--- src/rtl/seq_recog_sched_pkg.sv ---
// seq_recog_pkg: shared encodings for the recognizer scheduler
package seq_recog_pkg;
  localparam logic [2:0] S_A = 3'd0;
  localparam logic [2:0] S_B = 3'd1;
  localparam logic [2:0] S_C = 3'd2;
  localparam logic [2:0] S_D = 3'd3;
  localparam logic [2:0] S_E = 3'd4;
  typedef enum logic [1:0] {IDLE, CLEAR, RUN, REPORT} ctrl_t;
  localparam logic [1:0] ERR_NONE = 2'b00;
  localparam logic [1:0] ERR_OVF  = 2'b01;
  localparam logic [1:0] ERR_TMO  = 2'b10;
endpackage

--- src/rtl/seq_recog_sched_core.sv ---
// recog_core: 5-state Moore symbol recognizer, E absorbing
module recog_core
  import seq_recog_pkg::*;
(
  input  logic       clk,
  input  logic       rst,
  input  logic       clear,
  input  logic       step,
  input  logic       i1,
  input  logic       i2,
  output logic [2:0] state,
  output logic       in_a
);
  logic [1:0] s;
  logic [2:0] nxt;
  assign s = {i1, i2};
  always_comb begin
    nxt = S_A;
    case (state)
      S_A: nxt = s == 2'b00 ? S_A : s == 2'b01 ? S_C : s == 2'b10 ? S_B : S_E;
      S_B: nxt = s == 2'b00 ? S_D : S_E;
      S_C: nxt = s == 2'b00 ? S_A : s == 2'b10 ? S_B : S_E;
      S_D: nxt = s == 2'b00 ? S_A : S_E;
      S_E: nxt = S_E;
      default: nxt = S_A;
    endcase
  end
  always_ff @(posedge clk or posedge rst)
    if (rst) state <= S_A;
    else if (clear) state <= S_A;
    else if (step) state <= nxt;
  assign in_a = state == S_A;
endmodule

--- src/rtl/seq_recog_sched.sv ---
// seq_recog_sched: round-robin scheduler sharing one recognizer between two symbol streams
module seq_recog_sched
  import seq_recog_pkg::*;
#(
  parameter int MAX_LEN = 16,
  parameter int TIMEOUT = 8,
  parameter int LW      = $clog2(MAX_LEN + 1)
) (
  input  logic          clk,
  input  logic          rst,
  input  logic [1:0]    req_valid,
  input  logic [3:0]    req_sym,
  input  logic [1:0]    req_last,
  output logic [1:0]    req_ready,
  output logic          resp_valid,
  output logic          resp_id,
  output logic          resp_accept,
  output logic          resp_trap,
  output logic [1:0]    resp_err,
  output logic [LW-1:0] resp_len,
  output logic          busy,
  output logic [2:0]    core_state
);
  localparam int TW = $clog2(TIMEOUT + 1);
  localparam logic [LW-1:0] MAXL = LW'(MAX_LEN);
  localparam logic [TW-1:0] TLIM = TW'(TIMEOUT - 1);
  ctrl_t         st;
  logic          grant, ptr, hs, last, step, tmo_hit, rpt, in_a;
  logic [1:0]    ready, err, sym;
  logic [LW-1:0] len;
  logic [TW-1:0] tmo;
  logic [2:0]    cs;
  assign hs      = |(req_valid & ready);
  assign last    = hs & req_last[grant];
  assign sym     = grant ? req_sym[3:2] : req_sym[1:0];
  assign step    = hs && len < MAXL;
  assign tmo_hit = !hs && tmo == TLIM;
  recog_core u_core (
    .clk   (clk),
    .rst   (rst),
    .clear (st == CLEAR),
    .step  (step),
    .i1    (sym[1]),
    .i2    (sym[0]),
    .state (cs),
    .in_a  (in_a)
  );
  always_ff @(posedge clk or posedge rst) begin
    if (rst) begin
      st    <= IDLE;
      grant <= 1'b0;
      ptr   <= 1'b0;
      ready <= 2'b00;
      len   <= '0;
      err   <= ERR_NONE;
      tmo   <= '0;
    end else begin
      case (st)
        IDLE: if (|req_valid) begin
          grant <= req_valid[ptr] ? ptr : ~ptr;
          st    <= CLEAR;
        end
        CLEAR: begin
          len   <= '0;
          err   <= ERR_NONE;
          tmo   <= '0;
          ready <= grant ? 2'b10 : 2'b01;
          st    <= RUN;
        end
        RUN: begin
          if (hs) begin
            tmo <= '0;
            len <= len == MAXL ? len : len + 1'b1;
            if (len == MAXL) err <= ERR_OVF;
          end else tmo <= tmo + 1'b1;
          // an earlier overflow outranks the timeout code
          if (tmo_hit && err != ERR_OVF) err <= ERR_TMO;
          if (last || tmo_hit) begin
            ready <= 2'b00;
            st    <= REPORT;
          end
        end
        REPORT: begin
          ptr <= ~grant;
          st  <= IDLE;
        end
        default: st <= IDLE;
      endcase
    end
  end
  // E is absorbing until CLEAR, so the core being in E at REPORT means a trap occurred
  assign rpt         = st == REPORT;
  assign req_ready   = ready;
  assign resp_valid  = rpt;
  assign resp_id     = rpt & grant;
  assign resp_accept = rpt & in_a & (err == ERR_NONE);
  assign resp_trap   = rpt & (cs == S_E);
  assign resp_err    = rpt ? err : ERR_NONE;
  assign resp_len    = rpt ? len : '0;
  assign busy        = st != IDLE;
  assign core_state  = cs;
endmodule

--- config.mk ---
export PLATFORM = sky130hd
export DESIGN_NAME = seq_recog_sched
export DESIGN_NICKNAME = d
export VERILOG_FILES = /design/src/rtl/seq_recog_sched_pkg.sv /design/src/rtl/seq_recog_sched_core.sv /design/src/rtl/seq_recog_sched.sv
export SDC_FILE = /design/constraint.sdc
export NUM_CORES = 1
export LEC_CHECK = 0
export ABC_AREA = 1
export BUFFER_PORTS_ARGS = -buffer_cell sky130_fd_sc_hd__clkbuf_2
export CORE_UTILIZATION = 50
export DETAILED_ROUTE_END_ITERATION = 12
export GPL_ROUTABILITY_DRIVEN = 0
export HOLD_SLACK_MARGIN = 0.02
export PLACE_DENSITY = 0.85
export SLEW_MARGIN = 40
export SYNTH_ARGS = -nofsm -noshare
export SYNTH_HDL_FRONTEND = slang
export SYNTH_SLANG_ARGS = --single-unit
--- constraint.sdc ---
create_clock -name clk -period 1.75 [get_ports clk]
set_input_delay 0.175 -clock clk [delete_from_list [all_inputs] [get_ports clk]]
set_output_delay 0.175 -clock clk [all_outputs]
set_load 0.02 [all_outputs]
==> out/metrics.cfg <==
[power_and_ir_drop]
vdd.ir_drop.worst_mv=0.971
combPwrFrac=0.572
p_seq_frac=0.331
power_density_nw_per_um2=1450
power_frac_clock=0.097
p_leak_nw=0.887
swShare=0.506
switchingPower_w=0.00113
internal-power_w=0.00111

[critical_path]
r2r_cells=6
end_kind=output pin
setup.worst_path.class=reg -> out
timing.rr.start=st[1]
cp.required_ns=1.57
cp.arrival_ns=1.41
rrSetupSlack_ns=0.20
worstReg2RegEnd=len[0]
cp_max_fo=12
start_kind=flop
critPathLaunch=st[0]

[synth]
synthTopCellsByCount=nand2_1, inv_1, nand3_1
seq_area_frac_synth=0.369
netlist.area_leader.share=0.369
async_flop_share=1.00
synth.area.top_cells=dfrtp_1, nand2_1, inv_1
yosys.cell_count.top_type=nand2_1
ys_dominant_reg_cell=dfrtp_1
synth-edff-count=0
synth_top_cell_by_area=dfrtp_1
ys_seq_elements=20
synth_cells=199
ys_warn_count=0
netlist_area_sq_um=1360
ys_types=23
syn_area_per_cell_sq_um=6.82
synth_nets=216

[timing]
relSlewSlack=0.753
finalCritPeriodShare=0.905
fmax_mhz=631
post-route-min-period_ns=1.58
finalSetupTns_ns=0
setup_viol=0
tightest_slew_ns=0.371
finalHoldViolCount=0
grt_setup_unrepaired=no
fin_worst_skew_ns=0.00622
drv_slew=0

[floorplan]
fp-row-count=18
die-width_um=54.1
ios=27
die_h_um=54.1
die-area_sq_um=2920
core_area_sq_um=2520
start_util=0.538

[drt]
drt-pass1-iter-count=4
wl_mm=2.68
drtIter0Drc=16
vias=1278
routedWlPerCell_um=10.5
via_per_inst=5.01
final_antenna_net_count=0
drc_errors=0

[global_route]
grt_pass1_vias=1126
antenna_found_initial=0
grt_max_degree=21
grtUsageTotal=0.229
grt_pass1_wl_mm=4.74
grt_overflow=0

[clock_network]
htreeDepth=1
cts_buffer_depth=2
clkLatencyLatePin_ns=0.30
cts_tree=done
cts_made_buffers=3
cts.sinks=20
clkTransAtPathRegs_ns=0.10
cts_root_buffer=clkbuf_4

[layout]
layout.nets=244
area_delta_synth_final_pct=13.7
antenna_cells=0
n_fill_cell=242
post-route-util=0.611
seqCellArea_sq_um=500
drive_gt1_frac=0.182
multi_input_area_sq_um=709

[run_status]
outcome=finished, final reports clean

[worst_hold_path]
hold-path-cell-count=3
hp-class=in -> reg
hold_end=grant
hold_start=req_valid[1]

[place]
port_buffers=26
dp_hpwl_mm=2.07

[job]
maxCapViolCount=0

[registers in the layout, indices dropped and copies added, names as in the netlist]
register,flops
len,5
tmo,4
u_core.state,3
err,2
req_ready,2
st,2
grant,1
ptr,1
[layer usage]
layer  GRT usage  part of all wire  vias up
met4      0.0513            0.0097        0
met5           0                 0        -
met3      0.0650             0.053        5
li1            -                 -      678
met1       0.275              0.47      565
met2       0.403              0.47       30
[worst max-delay path, stage by stage (launching register included)]
cell and delay [ns]:
dfrtp_1 0.46, ha_4 0.24, nand3_1 0.09, nor3_1 0.13
clkbuf_2 0.19
[kinds of logic after synthesis]
kind of cell | synth area share
and+or+nand+nor | 0.367
buffers and inverters | 0.119
DFF | 0.369
AOI/OAI and AO/OA | 0.0738
adders and majority gates | 0.0646
xor gates and xnor gates | 0.00646
[layout make-up]
| type | instances | area share |
|---|---|---|
| repair buffers | 28 | 0.0958 |
| inverters | 33 | 0.0804 |
| well taps | 30 | 0.0244 |
| clock buffers | 3 | 0.0146 |
| flip-flops and latches | 20 | 0.325 |
| multi-input cells | 141 | 0.460 |
[cells in the final DEF, fill, tap and decap left out, types with 4 or more instances in the layout]
master,count
nand3_1,22
a21oi_1,4
o21ai_0,10
nand2_1,69
clkbuf_2,26
nor2_1,11
ha_1,5
inv_1,31
dfrtp_1,20
[what timing repair did]
| action | 4_1_cts | 5_1_grt |
|---|---|---|
| hold endpoints to repair | 20 | 0 |
| resized for setup | 1 | 2 |
| setup buffers | 0 | 0 |
| setup endpoints to repair | 1 | 1 |
| hold buffers | 1 | 0 |
[worst max path at each step]
| stage | endpoint | slack, ns | cells after the start |
|---|---|---|---|
| floorplan | resp_accept | 0.14 | 4 |
| global placement | len[1] | 0.34 | 6 |
| detailed placement | len[0] | 0.23 | 6 |
| CTS | resp_accept | 0.07 | 4 |
| global route | len[0] | 0.03 | 6 |
| finish | resp_accept | 0.17 | 4 |
[power groups by stage]
stage / clock network, W / logic [W] / registers [W]
floorplan: 0 / 0.000963 / 0.000749
global placement: 0 / 0.00123 / 0.000724
detailed placement: 0 / 0.00125 / 0.000738
CTS: 0.000227 / 0.00126 / 0.000730
global route: 0.000245 / 0.00148 / 0.000768
finish: 0.000216 / 0.00128 / 0.000741
[through the flow]
stage,cells,instance area [sq um],power (W),hold slack (ns),setup slack (ns)
floorplan,199,1360,0.00171,0.139,0.138
global placement,251,1490,0.00196,0.198,0.343
detailed placement,251,1490,0.00199,0.204,0.230
CTS,255,1530,0.00222,0.161,0.0681
global route,255,1540,0.00249,0.173,0.0279
finish,255,1540,0.00224,0.175,0.166
No activity file was read; power rests on OpenSTA's default activity.
